[src/rtl/lieat_ifu_bpu_updq.sv]
// Branch-resolution update queue between EXU and the BPU.
// Defers training while the IFU looks up the same index, bounded by a starvation limit.
module lieat_ifu_bpu_updq #(
  parameter int DEPTH      = 4,
  parameter int STARVE_MAX = 3
) (
  input  logic                     clock,
  input  logic                     reset,
  input  logic                     rslv_valid,
  output logic                     rslv_ready,
  input  logic [4:0]               rslv_index,
  input  logic                     rslv_taken,
  input  logic                     lkup_valid,
  input  logic [4:0]               lkup_index,
  input  logic                     hold,
  output logic                     prdt_en,
  output logic [4:0]               prdt_index,
  output logic                     prdt_result,
  output logic [$clog2(DEPTH):0]   q_count,
  output logic [15:0]              upd_cnt
);

  localparam int PW = $clog2(DEPTH);
  localparam int CW = PW + 1;
  localparam int SW = (STARVE_MAX < 1) ? 1 : $clog2(STARVE_MAX + 1);
  localparam logic [CW-1:0] DEPTH_C = CW'(DEPTH);
  localparam logic [SW-1:0] SMAX    = SW'(STARVE_MAX);

  localparam logic [1:0] ST_EMPTY = 2'd0;
  localparam logic [1:0] ST_ISSUE = 2'd1;
  localparam logic [1:0] ST_DEFER = 2'd2;
  localparam logic [1:0] ST_HELD  = 2'd3;

  logic [5:0]    mem_q [DEPTH];
  logic [5:0]    mem_d [DEPTH];
  logic [PW-1:0] wptr_q, wptr_d;
  logic [PW-1:0] rptr_q, rptr_d;
  logic [CW-1:0] cnt_q, cnt_d;
  logic [SW-1:0] starve_q, starve_d;
  logic [15:0]   upd_q, upd_d;

  logic [5:0] head;
  logic       non_empty;
  logic       conflict;
  logic [1:0] state;
  logic       pop;
  logic       accept;

  assign head      = mem_q[rptr_q];
  assign non_empty = (cnt_q != '0);
  assign conflict  = lkup_valid && (lkup_index == head[5:1]);

  always_comb begin
    state = ST_EMPTY;
    priority case (1'b1)
      !non_empty:                       state = ST_EMPTY;
      hold:                             state = ST_HELD;
      (conflict && starve_q != SMAX):   state = ST_DEFER;
      default:                          state = ST_ISSUE;
    endcase
  end

  // Nothing issues or enters while reset is asserted.
  assign pop        = reset && (state == ST_ISSUE);
  assign rslv_ready = !reset || (cnt_q < DEPTH_C) || pop;
  assign accept     = reset && rslv_valid && rslv_ready;

  assign prdt_en     = pop;
  assign prdt_index  = (reset && non_empty) ? head[5:1] : 5'd0;
  assign prdt_result = reset && non_empty && head[0];
  assign q_count     = cnt_q;
  assign upd_cnt     = upd_q;

  always_comb begin
    mem_d  = mem_q;
    wptr_d = wptr_q;
    rptr_d = rptr_q;
    cnt_d  = cnt_q;
    upd_d  = upd_q;
    if (accept) begin
      mem_d[wptr_q] = {rslv_index, rslv_taken};
      wptr_d        = wptr_q + PW'(1);
    end
    if (pop) begin
      rptr_d = rptr_q + PW'(1);
      if (upd_q != 16'hFFFF) upd_d = upd_q + 16'd1;
    end
    case ({accept, pop})
      2'b10:   cnt_d = cnt_q + CW'(1);
      2'b01:   cnt_d = cnt_q - CW'(1);
      default: cnt_d = cnt_q;
    endcase
    // Deferral only happens below the limit, so +1 cannot overshoot.
    starve_d = (state == ST_DEFER) ? starve_q + SW'(1) : '0;
  end

  always_ff @(posedge clock) begin
    if (!reset) begin
      wptr_q   <= '0;
      rptr_q   <= '0;
      cnt_q    <= '0;
      starve_q <= '0;
      upd_q    <= '0;
    end else begin
      wptr_q   <= wptr_d;
      rptr_q   <= rptr_d;
      cnt_q    <= cnt_d;
      starve_q <= starve_d;
      upd_q    <= upd_d;
    end
  end

  always_ff @(posedge clock) begin
    mem_q <= mem_d;
  end

endmodule

[config.mk]
export PLATFORM = sky130hd
export DESIGN_NAME = lieat_ifu_bpu_updq
export DESIGN_NICKNAME = d
export VERILOG_FILES = /design/src/rtl/lieat_ifu_bpu_updq.sv
export SDC_FILE = /design/constraint.sdc
export NUM_CORES = 1
export LEC_CHECK = 0
export CAP_MARGIN = 40
export CORE_MARGIN = 3
export CORE_UTILIZATION = 52
export DETAILED_ROUTE_END_ITERATION = 12
export GPL_ROUTABILITY_DRIVEN = 1
export PLACE_DENSITY = 0.9
export SLEW_MARGIN = 20
export SYNTH_ARGS = -nofsm -noshare
export SYNTH_HDL_FRONTEND = slang
export SYNTH_SLANG_ARGS = --single-unit
[constraint.sdc]
create_clock -name clock -period 3.66 [get_ports clock]
set_input_delay 0.549 -clock clock [delete_from_list [all_inputs] [get_ports clock]]
set_output_delay 0.549 -clock clock [all_outputs]
set_load 0.02 [all_outputs]
Word-level counts from Yosys, hierarchy flattened
Index checks and enable logic that the tools add are counted.

Add/sub/neg operators: 6. Order comparisons: 4. Equality and inequality tests: 7. Multiplexer cells: 11. Bitwise logic cells: 2. Reductions and logical operators: 15.

Operator list (number): bitwise mux 24 bit (1); 2-to-1 mux 6 bit (3); adder 16 x 1 -> 16 bit (second input constant) (1); != test 16 bit (second input constant) (1); binary-select mux 6 bit (select 2 bit) (1); demux 6 bit (select 2 bit) (1); logical AND 1 bit (8); adder 2 x 1 -> 2 bit (second input constant) (3); >= comparator 3 bit (second input constant) (2); 2-to-1 mux 2 bit (3); inverter 2 -> 3 bit (2); case mux 3 bit (2 select lines) (1); equality test 5 bit (1); 2-to-1 mux 5 bit (1); equality test 2 x 1 -> 1 bit (second input constant) (2); equality test 2 bit (second input constant) (2); AND reduction 2 bit (2); adder 3 x 1 -> 3 bit (second input constant) (1); < comparator 3 x 1 -> 1 bit (second input constant) (1); < comparator 3 bit (second input constant) (1); nonzero test 3 bit (1); subtractor 3 x 1 -> 3 bit (second input constant) (1); logical OR 1 bit (2); != test 2 bit (second input constant) (1); 2 further kinds (2).

Bits in registers: 49. Bits of input ports: 16. Output and inout port bits: 27. Word-level logic and storage cells: 54.

Depth between registers and ports, before layout
Gate-level depths: netlist of the first run.

Word-level depth: 16. Depth in mapped cells: 13. Mapped depth without buffers: 12.

Least setup slack after synthesis of the first run
No wires, ideal clock.

Kind: reg2reg. Start point: reg rptr_q[0]. End point: reg cnt_q[2] (netlist: q_count[2]). Setup time: 0.070 ns. Arrival time: 3.155 ns. Data required time: 3.590 ns. Slack: 0.435 ns. Cell stages (with the launch flop): 14. Buffers on the path: 2. Period minus slack after synthesis: 3.225 ns. Cells stage by stage: dfxtp_1 -> buf_6 -> mux4_2 -> xnor2_1 -> nand2_1 -> nor4_2 -> buf_4 -> nor3_2 -> ha_1 -> inv_1 -> fa_1 -> xor2_1 -> or3_1 -> a21oi_1.

Cells in the longest elaborated chain, start to end: 16. Elaborated cells between the ends (all ways): 18. Those cells by class: eq/ne: 4; mux: 7; bitwise: 1; reduce/logical: 6.

RTL lines: from (decl) (RTL line 37) `logic [PW-1:0] rptr_q, rptr_d;`; from (signal assigned) (RTL line 106) `rptr_q <= rptr_d;`; inverter 2 -> 3 bit (not written as such) (*) (RTL line 49) `assign head = mem_q[rptr_q];`; binary-select mux 6 bit (select 2 bit) (*) (RTL line 49); 2-to-1 mux 6 bit (not written as such) (*) (2 in a row) (RTL line 49); equality test 5 bit (*) (RTL line 51) `assign conflict = lkup_valid && (lkup_index == head[5:1]);`; logical AND 1 bit (*) (RTL line 51); logical AND 1 bit (*) (RTL line 58) `(conflict && starve_q != SMAX): state = ST_DEFER;`; 2-to-1 mux 2 bit (*) (3 in a row) (RTL line 55) `priority case (1'b1)`; equality test 2 x 1 -> 1 bit (*) (RTL line 64) `assign pop = reset && (state == ST_ISSUE);`; logical AND 1 bit (*) (RTL line 64); net prdt_en (RTL line 16) `output logic prdt_en,`; logical OR 1 bit (RTL line 65) `assign rslv_ready = !reset || (cnt_q < DEPTH_C) || pop;`; logical AND 1 bit (RTL line 66) `assign accept = reset && rslv_valid && rslv_ready;`; equality test 2 x 1 -> 1 bit or equality test 2 bit (tied branches) (RTL line 88) `case ({accept, pop})`; case mux 3 bit (2 select lines) or nonzero test 2 bit (tied branches); to (signal assigned) (RTL line 107) `cnt_q <= cnt_d;`; to (decl) (RTL line 38) `logic [CW-1:0] cnt_q, cnt_d;`.

Mark *: on every way through the listed nets, which the timed path passes. The rest lies on a longest branch. The select of a mux whose other input is x is not followed. A chain may end at the register's enable or synchronous reset.

Final worst setup path of the first run
Start point: reg rptr_q[0]. End point: out prdt_en.

Cells in the longest elaborated chain, start to end: 12.

RTL lines (RTL line): inverter 2 -> 3 bit (not written as such) (49); binary-select mux 6 bit (select 2 bit) (49); 2-to-1 mux 6 bit (not written as such) (2 in a row) (49); equality test 5 bit (51); logical AND 1 bit (51); logical AND 1 bit (58); 2-to-1 mux 2 bit (3 in a row) (55); equality test 2 x 1 -> 1 bit (64); logical AND 1 bit (64); to (decl) (16).

Every way passes these cells. The select of a mux whose other input is x is not followed.

==> results.md, run 1 <==
* PortBufs at 42
* Mapped Nets at 234
* Skew-Pair Late Insertion Delay at 0.30 ns
* Mapped cell area at 0.002350 mm²
* Fmax at 0.2883 GHz
* Setup violators final at 0
* Hold path start: starve_q[0]
* Crit path max fanout at 7
* Clock slew at reported path FFs at 0.09 ns
* Pin count of the biggest net entering global routing at 25
* Critical path type: reg2out
* Critical path buffers and inverters at 2
* Relative slew margins at 0.6634
* CP top delay family: buffers and inverters
* Routed Antenna Nets at 0
* Yosys cell types at 37
* Worst path required time at 3.11 ns
* Max Cap Viol at 0
* Setup TNS at 0 ns
* Inserted Diodes at 0
* Register bit count reported by yosys at 49
* Area added between synthesis and finish at 26.78%
* Share of cells above drive strength 1 at 0.08949
* Power per cell area at 419.7 mW/mm²
* Starting DRT DRC Count at 192
* Hold Crit Class: reg2reg
* Cell area after layout at 0.002979 mm²
* Crit path time final at 3.469 ns
* CTS tree: done
* Slowest cell on crit path: clkdlybuf4s50_1
* CTS Sinks at 49
* RePlAce Congestion at 0.7737
* Worst r2r dst: q_count[2]
* Placed insts at 299
* Die width at 73.22 µm
* Root buf cell: clkbuf_8
* WHS Endpoint: starve_q[0]
* Boundary pin count at 43
* First-pass GRT wire length at 8424 µm
* RR Startpoint: rptr_q[0]
* Initial antenna violation count at 0
* Mean Syn Cell Area at 11.19 µm²
* Clk_skew at 0.005084 ns
* CP endpoint kind: output port
* Synth area leader: edfxtp_1
* Final worst setup slack at 0.1908 ns
* Synth area leaders: edfxtp_1 31%, dfxtp_1 21%, mux2i_1 6.0%
* Hold Crit Depth at 1
* Hold_buf cts at 0
* Placed instance area at 0.002838 mm²
* Core ar. at 0.004173 mm²
* Height of the die at 73.22 µm
* Lkg Pwr at 0.001010 µW
* Worst-path cell chain: buf_4, mux4_2, xnor2_1, nand2_1, nor4_4, nor3_2, clkdlybuf4s50_1
* Yosys top cell area share at 0.3067
* Pins over their slew limit at 0
* Nets@finish at 280
* Worst Reg-to-Reg Cells at 13
* GRT Util Overall at 0.2069
* Initial core utilization at 0.5631
* Sequential area share after synthesis at 0.5197
* Overflow after GRT at 0
* Initial DRT Pass Iterations at 4
* Cts bufs inserted at 5
* Slew @ Worst Pin at 0.4908 ns
* VDD IR max at 260.8 µV
* Post-Syn Instances at 210
* Vias per std cell at 5.990
* Routed len/inst at 17.03 µm
* Via count at 1839
* RSZ-0062 raised after global routing: no
* Worst Setup Start Kind: flip-flop
* Status: finished clean
* Cell row count at 23
* Detailed placer's ending HPWL at 3602 µm
* Delay of the slowest critical-path stage at 0.68 ns
* Htree depth at 2
* Full die area at 0.005361 mm²
* Reg-to-reg slack, setup at 0.26 ns
* Max Root-Sink Buffers at 2
* WP data arrival at 2.92 ns
* Non-filler instance count after layout at 307
* Period utilization at 0.9479
* Post-Place Setup Slack at 0.2092 ns
* Vias in the first global route at 1752
* Warning count from the yosys run at 0
* Fin. Hold Viols at 0
* DR DRC count at 0
* Total Wirelength at 5227 µm
-- through the flow --
step / utilization / hold WS, ns / power, µW
6_report: 0.7139 / 0.4558 / 1250
5_1_grt: 0.7139 / 0.4716 / 1295
4_1_cts: 0.7121 / 0.4598 / 1251
3_5_place_dp: 0.6801 / 0.4476 / 809.5
3_3_place_gp: 0.6801 / 0.4227 / 802.7
2_1_floorplan: - / 0.4058 / 732.7
-- layout by cell type, fill, tap and decap left out, types with 4 or more instances in the layout --
cell type	synthesis	layout
clkbuf_8	0	5
mux4_2	4	4
nand2_1	18	18
nor2_1	8	8
dfxtp_1	25	25
nand3_1	4	4
a21oi_1	15	15
edfxtp_1	24	24
ha_1	7	7
or3_1	4	4
mux2i_1	14	14
o31ai_1	8	8
o21ai_0	4	4
xor2_1	6	6
inv_1	11	11
and3_1	6	6
or4_1	7	7
buf_4	1	6
and2_1	5	5
clkdlybuf4s50_1	0	42
-- cell usage after synthesis --
cell      instances
nand2b_1          3
and2_1            5
buf_6             1
nand4_1           3
xnor2_1           3
nor2_1            8
o211ai_1          3
fa_1              1
nand4b_1          3
o41ai_1           3
dfxtp_1          25
nor3_1            1
clkbuf_1          4
and3_1            6
and4_1            1
or3_1             4
nor4b_1           1
nor2b_1           2
a21oi_1          15
buf_2             3
nand2_1          18
mux4_2            4
mux2i_1          14
or4_1             7
buf_4             1
inv_1            11
edfxtp_1         24
ha_1              7
nand3b_1          1
nor4_1            2
nand3_1           4
nor4_2            1
xor2_1            6
or2_2             2
o21ai_0           4
o31ai_1           8
nor3_2            1
-- flip-flops by register name (all words and copies together), names as in the netlist --
name,flops
starve_q,2
wptr_q,2
mem_q,24
rptr_q,2
q_count,3
upd_cnt,16
-- what timing repair did --
action | in CTS | in global routing
resized for setup | 0 | 1
endpoints found under the setup margin | 0 | 1
hold endpoints to repair | 0 | 0
setup buffers | 0 | 0
-- layout make-up --
cell class / instances / area, µm²
clock buffer: 5 / 68.82
clock inverter: 3 / 65.06
fill: 288 / 1194
inverter: 11 / 41.29
multi-input combinational: 141 / 1055
sequential: 49 / 1221
tap: 50 / 62.56
timing repair buffer: 48 / 465.4
-- report_power, final --
part	leakage [µW]	switching, µW	internal [µW]
logic	0.000521	107	86.4
clock network	0.0000681	177	271
registers	0.000420	14.4	594
total	0.00101	299	952
-- worst max path at each step --
stage	start	to	slack, ns	depth (start not counted)
finish	rptr_q[0]	prdt_en	0.19	7
CTS	rptr_q[0]	q_count[2]	0.14	13
global placement	lkup_index[0]	q_count[2]	0.37	12
detailed placement	lkup_index[0]	q_count[2]	0.21	12
global route	rptr_q[0]	q_count[2]	0.01	13
floorplan	rptr_q[0]	q_count[2]	0.43	13
-- logic make-up after synthesis --
| group | count (synthesis) | share of synthesized area |
|---|---|---|
| buffers and inverters | 20 | 0.03834 |
| muxes | 18 | 0.09798 |
| AOI/OAI and AO/OA | 33 | 0.08680 |
| adders and majority gates | 8 | 0.04579 |
| DFF | 49 | 0.5197 |
| xor gates and xnor gates | 9 | 0.03355 |
| and+or+nand+nor | 73 | 0.1778 |
-- metal layers --
| layer | GRT usage | vias up | routed length (µm) |
|---|---|---|---|
| met5 | 0 | - | 0 |
| met4 | 0.08811 | 0 | 136 |
| met1 | 0.2742 | 893 | 2129 |
| met2 | 0.3406 | 67 | 2678 |
| met3 | 0.02617 | 14 | 283 |
| li1 | - | 865 | - |
-- worst reg2reg max path: cells and delay by family, from the launching register on --
family,cells,cell delay (ns)
mux,1,0.54
simple gates,2,0.48
compound gates,3,0.60
fa+ha+maj,2,0.55
xor+xnor,2,0.36
flops,1,0.43
buf+inv,3,0.37
Note: power is estimated with default switching activity, not from simulation.
==> inputs of run 2 (changes only) <==
--- a/config.mk
+++ b/config.mk
@@ -7,10 +7,12 @@
 export LEC_CHECK = 0
 export CAP_MARGIN = 40
 export CORE_MARGIN = 3
-export CORE_UTILIZATION = 52
+export CORE_UTILIZATION = 30
+export CTS_BUF_LIST = sky130_fd_sc_hd__clkbuf_8
+export CTS_CLUSTER_DIAMETER = 200
 export DETAILED_ROUTE_END_ITERATION = 12
 export GPL_ROUTABILITY_DRIVEN = 1
-export PLACE_DENSITY = 0.9
+export PLACE_DENSITY = 0.62
 export SLEW_MARGIN = 20
 export SYNTH_ARGS = -nofsm -noshare
 export SYNTH_HDL_FRONTEND = slang
==> results.md, run 2 (same netlist as run 1, synthesis figures left out) <==
* Status: finished clean
* PortBufs at 42
* GRT Util Overall at 0.1215
* Commonest non-fill, non-tap cells in the layout: 42 x clkdlybuf4s50_1, 25 x dfxtp_1, 24 x edfxtp_1
* Worst path depth at 7
* Worst path required time at 3.11 ns
* Detailed placer's ending HPWL at 3876 µm
* Critical path buffers and inverters at 2
* CP endpoint kind: output port
* Min Hold Slack at 0.4445 ns
* Height of the die at 94.50 µm
* Setup TNS at 0 ns
* VDD IR max at 143.8 µV
* Skew-Pair Late Insertion Delay at 0.29 ns
* Vias in the first global route at 1689
* Cts bufs inserted at 5
* Crit path time final at 3.416 ns
* Crit path max fanout at 8
* Hold Crit Depth at 1
* Worst Setup Start Kind: flip-flop
* Die width at 94.50 µm
* RePlAce Congestion at 0.7713
* Htree depth at 2
* Root buf cell: clkbuf_8
* Routed Antenna Nets at 0
* DR DRC count at 0
* Setup violators final at 0
* CP top delay family: buffers and inverters
* Vias per std cell at 4.817
* Total chip power at 1115 µW
* Met3 GRT Util at 0.02550
* Inserted Diodes at 0
* WP data arrival at 2.87 ns
* Slew @ Worst Pin at 0.4685 ns
* Period utilization at 0.9333
* Core ar. at 0.007408 mm²
* Routed len/inst at 14.39 µm
* Boundary pin count at 43
* Clk_skew at 0.01008 ns
* Share of cells above drive strength 1 at 0.08171
* # Post-CTS Setup Buffers at 0
* Clock slew at reported path FFs at 0.09 ns
* Delay of the slowest critical-path stage at 0.68 ns
* Max Cap Viol at 0
* Initial antenna violation count at 0
* Max FFs per register at 24
* Via count at 1715
* First-pass GRT wire length at 8452 µm
* Slowest cell on crit path: clkdlybuf4s50_1
* Power per cell area at 372.2 mW/mm²
* Relative slew margins at 0.6869
* Fmax at 0.2928 GHz
* Leading cell type in the layout, fill and taps excluded: clkdlybuf4s50_1
* Nets@finish at 280
* Most flops, register: mem_q
* Most Crowded Layer GR: met2
* Initial DRT Pass Iterations at 4
* Starting DRT DRC Count at 70
* Grt met2 use at 0.1950
* Hold Crit Class: reg2reg
* Pins over their slew limit at 0
* RSZ-0062 raised after global routing: no
* Overflow after GRT at 0
* Initial core utilization at 0.3172
* Fin. Hold Viols at 0
* Lkg Pwr at 0.0009955 µW
* CTS tree: done
* Pin count of the biggest net entering global routing at 25
* Max Root-Sink Buffers at 2
* Area added between synthesis and finish at 27.53%
* Critical path type: reg2out
* Total Wirelength at 5123 µm
* Worst Reg-to-Reg Cells at 13
* Met1 GRT Util at 0.1664
* Full die area at 0.008930 mm²
* Worst-path cell chain: buf_4, mux4_2, xnor2_1, nand2_1, nor4_4, nor3_2, clkdlybuf4s50_1
* Cell row count at 31
* CTS Sinks at 49
## run 2: cell types whose count changed in the layout (fill, tap and decap cells not counted)
cell,previous run,this run
bufinv_16,2,0
inv_1,11,13
clkbuf_8,5,6
clkinv_2,1,0
## run 2: repair_timing
item                                    CTS  global route
hold buffers                              0             0
endpoints found under the setup margin    0             1
gates resized for setup                   0             1
## run 2: worst reg2reg max path: cells and delay by family, from the launching register on
kind	cells	cell delay [ns]
buf+inv	3	0.35
simple gates	2	0.43
compound gates	3	0.57
fa+ha+maj	2	0.54
mux	1	0.54
flops	1	0.44
xor+xnor	2	0.30
## run 2: cell type report
| class | count | area (µm²) |
|---|---|---|
| inverter | 11 | 41.29 |
| clock buffer | 6 | 82.58 |
| clock inverter | 2 | 7.507 |
| timing repair buffer | 48 | 465.4 |
| multi-input combinational | 141 | 1055 |
| tap | 99 | 123.9 |
| sequential | 49 | 1221 |
| fill | 708 | 4412 |
## run 2: path summary, 6_finish.rpt
check                           slack, ns          end         from
worst max-delay path                 0.24      prdt_en    rptr_q[0]
worst min-delay path                 0.44  starve_q[0]  starve_q[0]
worst max register to register       0.40   q_count[2]    rptr_q[0]
worst min register to register       0.44  starve_q[0]  starve_q[0]
## run 2: layer usage
layer,share of wire,vias to the layer above
met5,0,-
met4,0.012,0
met3,0.039,4
met2,0.48,31
met1,0.47,812
li1,-,868
## run 2: per-stage QoR
step	instance area, µm²	setup WS [ns]	cells	utilization
6_report	2997	0.2442	356	0.4045
3_3_place_gp	2899	0.3341	348	0.3913
3_5_place_dp	2899	0.2836	348	0.3913
2_1_floorplan	2350	0.4349	210	-
4_1_cts	2989	0.2302	356	0.4035
5_1_grt	2997	0.05448	356	0.4045
## run 2: power breakdown
part	switching (µW)	leakage (µW)	internal [µW]
clock network	169	0.0000538	149
logic	102	0.000521	86.2
registers	15.9	0.000420	594
==> inputs of run 3 (changes only) <==
--- a/config.mk
+++ b/config.mk
@@ -13,6 +13,7 @@
 export DETAILED_ROUTE_END_ITERATION = 12
 export GPL_ROUTABILITY_DRIVEN = 1
 export PLACE_DENSITY = 0.62
+export REMOVE_ABC_BUFFERS = 1
 export SLEW_MARGIN = 20
 export SYNTH_ARGS = -nofsm -noshare
 export SYNTH_HDL_FRONTEND = slang
==> results.md, run 3 (same netlist as run 1, synthesis figures left out) <==
* Clock slew at reported path FFs at 0.08 ns
* Power per cell area at 375.6 mW/mm²
* Clk_skew at 0.005351 ns
* VDD IR max at 128.3 µV
* Initial antenna violation count at 0
* RR Startpoint: rptr_q[0]
* CTS tree: done
* Setup violators final at 0
* Power Internal at 834.2 µW
* Crit path time final at 3.435 ns
* Total chip power at 1129 µW
* Flop pwr share at 0.542
* Worst r2r dst: q_count[2]
* Max FFs per register at 24
* CP endpoint kind: output port
* Period utilization at 0.9385
* Status: finished clean
* Relative slew margins at 0.7057
* Routed Antenna Nets at 0
* Cell row count at 31
* RePlAce Congestion at 0.7404
* Boundary pin count at 43
* Area added between synthesis and finish at 27.90%
* GRT Util Overall at 0.1242
* WHS Endpoint: starve_q[0]
* Final worst setup slack at 0.2250 ns
* Initial core utilization at 0.3172
* Reg-to-reg slack, setup at 0.38 ns
* Lkg Pwr at 0.0009938 µW
* Critical path type: reg2out
* FILL cells at 709
* Pins over their slew limit at 0
* Crit path max fanout at 6
* Fin. Hold Viols at 0
* Placed insts at 348
* Overflow after GRT at 0
* CTS Sinks at 49
* Total Wirelength at 5166 µm
* # Post-CTS Setup Buffers at 0
* Fmax at 0.2911 GHz
* WP data arrival at 2.89 ns
* Most flops, register: mem_q
* Worst Setup Start Kind: flip-flop
* Share of cells above drive strength 1 at 0.09728
* Htree depth at 2
* Worst path required time at 3.11 ns
* Skew-Pair Late Insertion Delay at 0.30 ns
* Initial DRT Pass Iterations at 4
* Die width at 94.50 µm
* Worst Reg-to-Reg Cells at 12
* Clock share of power at 0.292
* Hold path start: starve_q[0]
* PortBufs at 42
* Routed len/inst at 14.51 µm
* Cts bufs inserted at 5
* Full die area at 0.008930 mm²
* DR DRC count at 0
* Comb power frac at 0.166
* RSZ-0062 raised after global routing: no
* Max Cap Viol at 0
* Post-Place Setup Slack at 0.1143 ns
* Vias per std cell at 4.843
* Starting DRT DRC Count at 60
* Hold Crit Depth at 1
* First-pass GRT wire length at 8459 µm
* Post-layout util at 0.4057
* Detailed placer's ending HPWL at 3808 µm
* Hold Crit Class: reg2reg
* Via count at 1724
* Non-filler instance count after layout at 356
* Leading cell type in the layout, fill and taps excluded: clkdlybuf4s50_1
* NetSw at 294.7 µW
* Height of the die at 94.50 µm
* Commonest non-fill, non-tap cells in the layout: 42 x clkdlybuf4s50_1, 24 x edfxtp_1, 23 x dfxtp_1
* Vias in the first global route at 1705
* Pin count of the biggest net entering global routing at 21
* Hold_buf cts at 0
* Sw Share at 0.2611
* Root buf cell: clkbuf_8
* Max Root-Sink Buffers at 2
* Min Hold Slack at 0.4347 ns
* Inserted Diodes at 0
* Slew @ Worst Pin at 0.4292 ns
* Nets@finish at 280
* Core ar. at 0.007408 mm²
==> run 3: layout make-up <==
| type | instances | area, µm² | share of cell area |
|---|---|---|---|
| inverters | 11 | 41.29 | 0.01374 |
| clock inverters | 2 | 13.76 | 0.004580 |
| well taps | 99 | 123.9 | 0.04122 |
| multi-input cells | 141 | 1055 | 0.3510 |
| flip-flops and latches | 49 | 1224 | 0.4072 |
| repair buffers | 48 | 465.4 | 0.1549 |
| clock buffers | 6 | 82.58 | 0.02748 |
==> run 3: what timing repair did <==
| action | 4_1_cts | 5_1_grt |
|---|---|---|
| endpoints found under the hold margin | 0 | 0 |
| resized for setup | 0 | 3 |
| endpoints found under the setup margin | 0 | 3 |
==> run 3: how the worst max path moves through the flow <==
stage                             to  slack (ns)       from
final                     rslv_ready        0.23  rptr_q[0]
after CTS                 rslv_ready        0.06  rptr_q[0]
after detailed placement  q_count[2]        0.11  rptr_q[0]
after floorplan           q_count[2]       -0.26  rptr_q[0]
after global placement    q_count[2]        0.19  rptr_q[0]
after global routing      rslv_ready        0.03  rptr_q[0]
==> run 3: layer usage <==
metal	GRT usage	part of all wire	vias up
li1	-	-	865
met4	0.05769	0.011	0
met1	0.1520	0.43	828
met5	0	0	-
met3	0.03108	0.047	2
met2	0.2051	0.51	29
==> run 3: through the flow <==
stage | cell area [µm²] | setup TNS [ns]
after global routing | 3005 | 0
final | 3005 | 0
after global placement | 2899 | 0
after floorplan | 2301 | -0.4615
after CTS | 2995 | 0
after detailed placement | 2899 | 0
==> run 3: worst max-delay path: stages (launching register included) <==
cell and delay, ns:
dfxtp_2 0.43, mux4_2 0.57, xnor2_1 0.15, nand3b_1 0.19, nor4_4 0.37, buf_4 0.19
o211ai_1 0.11, clkdlybuf4s50_1 0.57
==> run 3: power by group through the flow <==
stage	Clock, µW	Combinational (µW)	Sequential, µW
2_1_floorplan	0	96.3	629
3_3_place_gp	0	185	624
3_5_place_dp	0	186	625
4_1_cts	344	188	612
5_1_grt	367	207	616
6_report	330	187	612
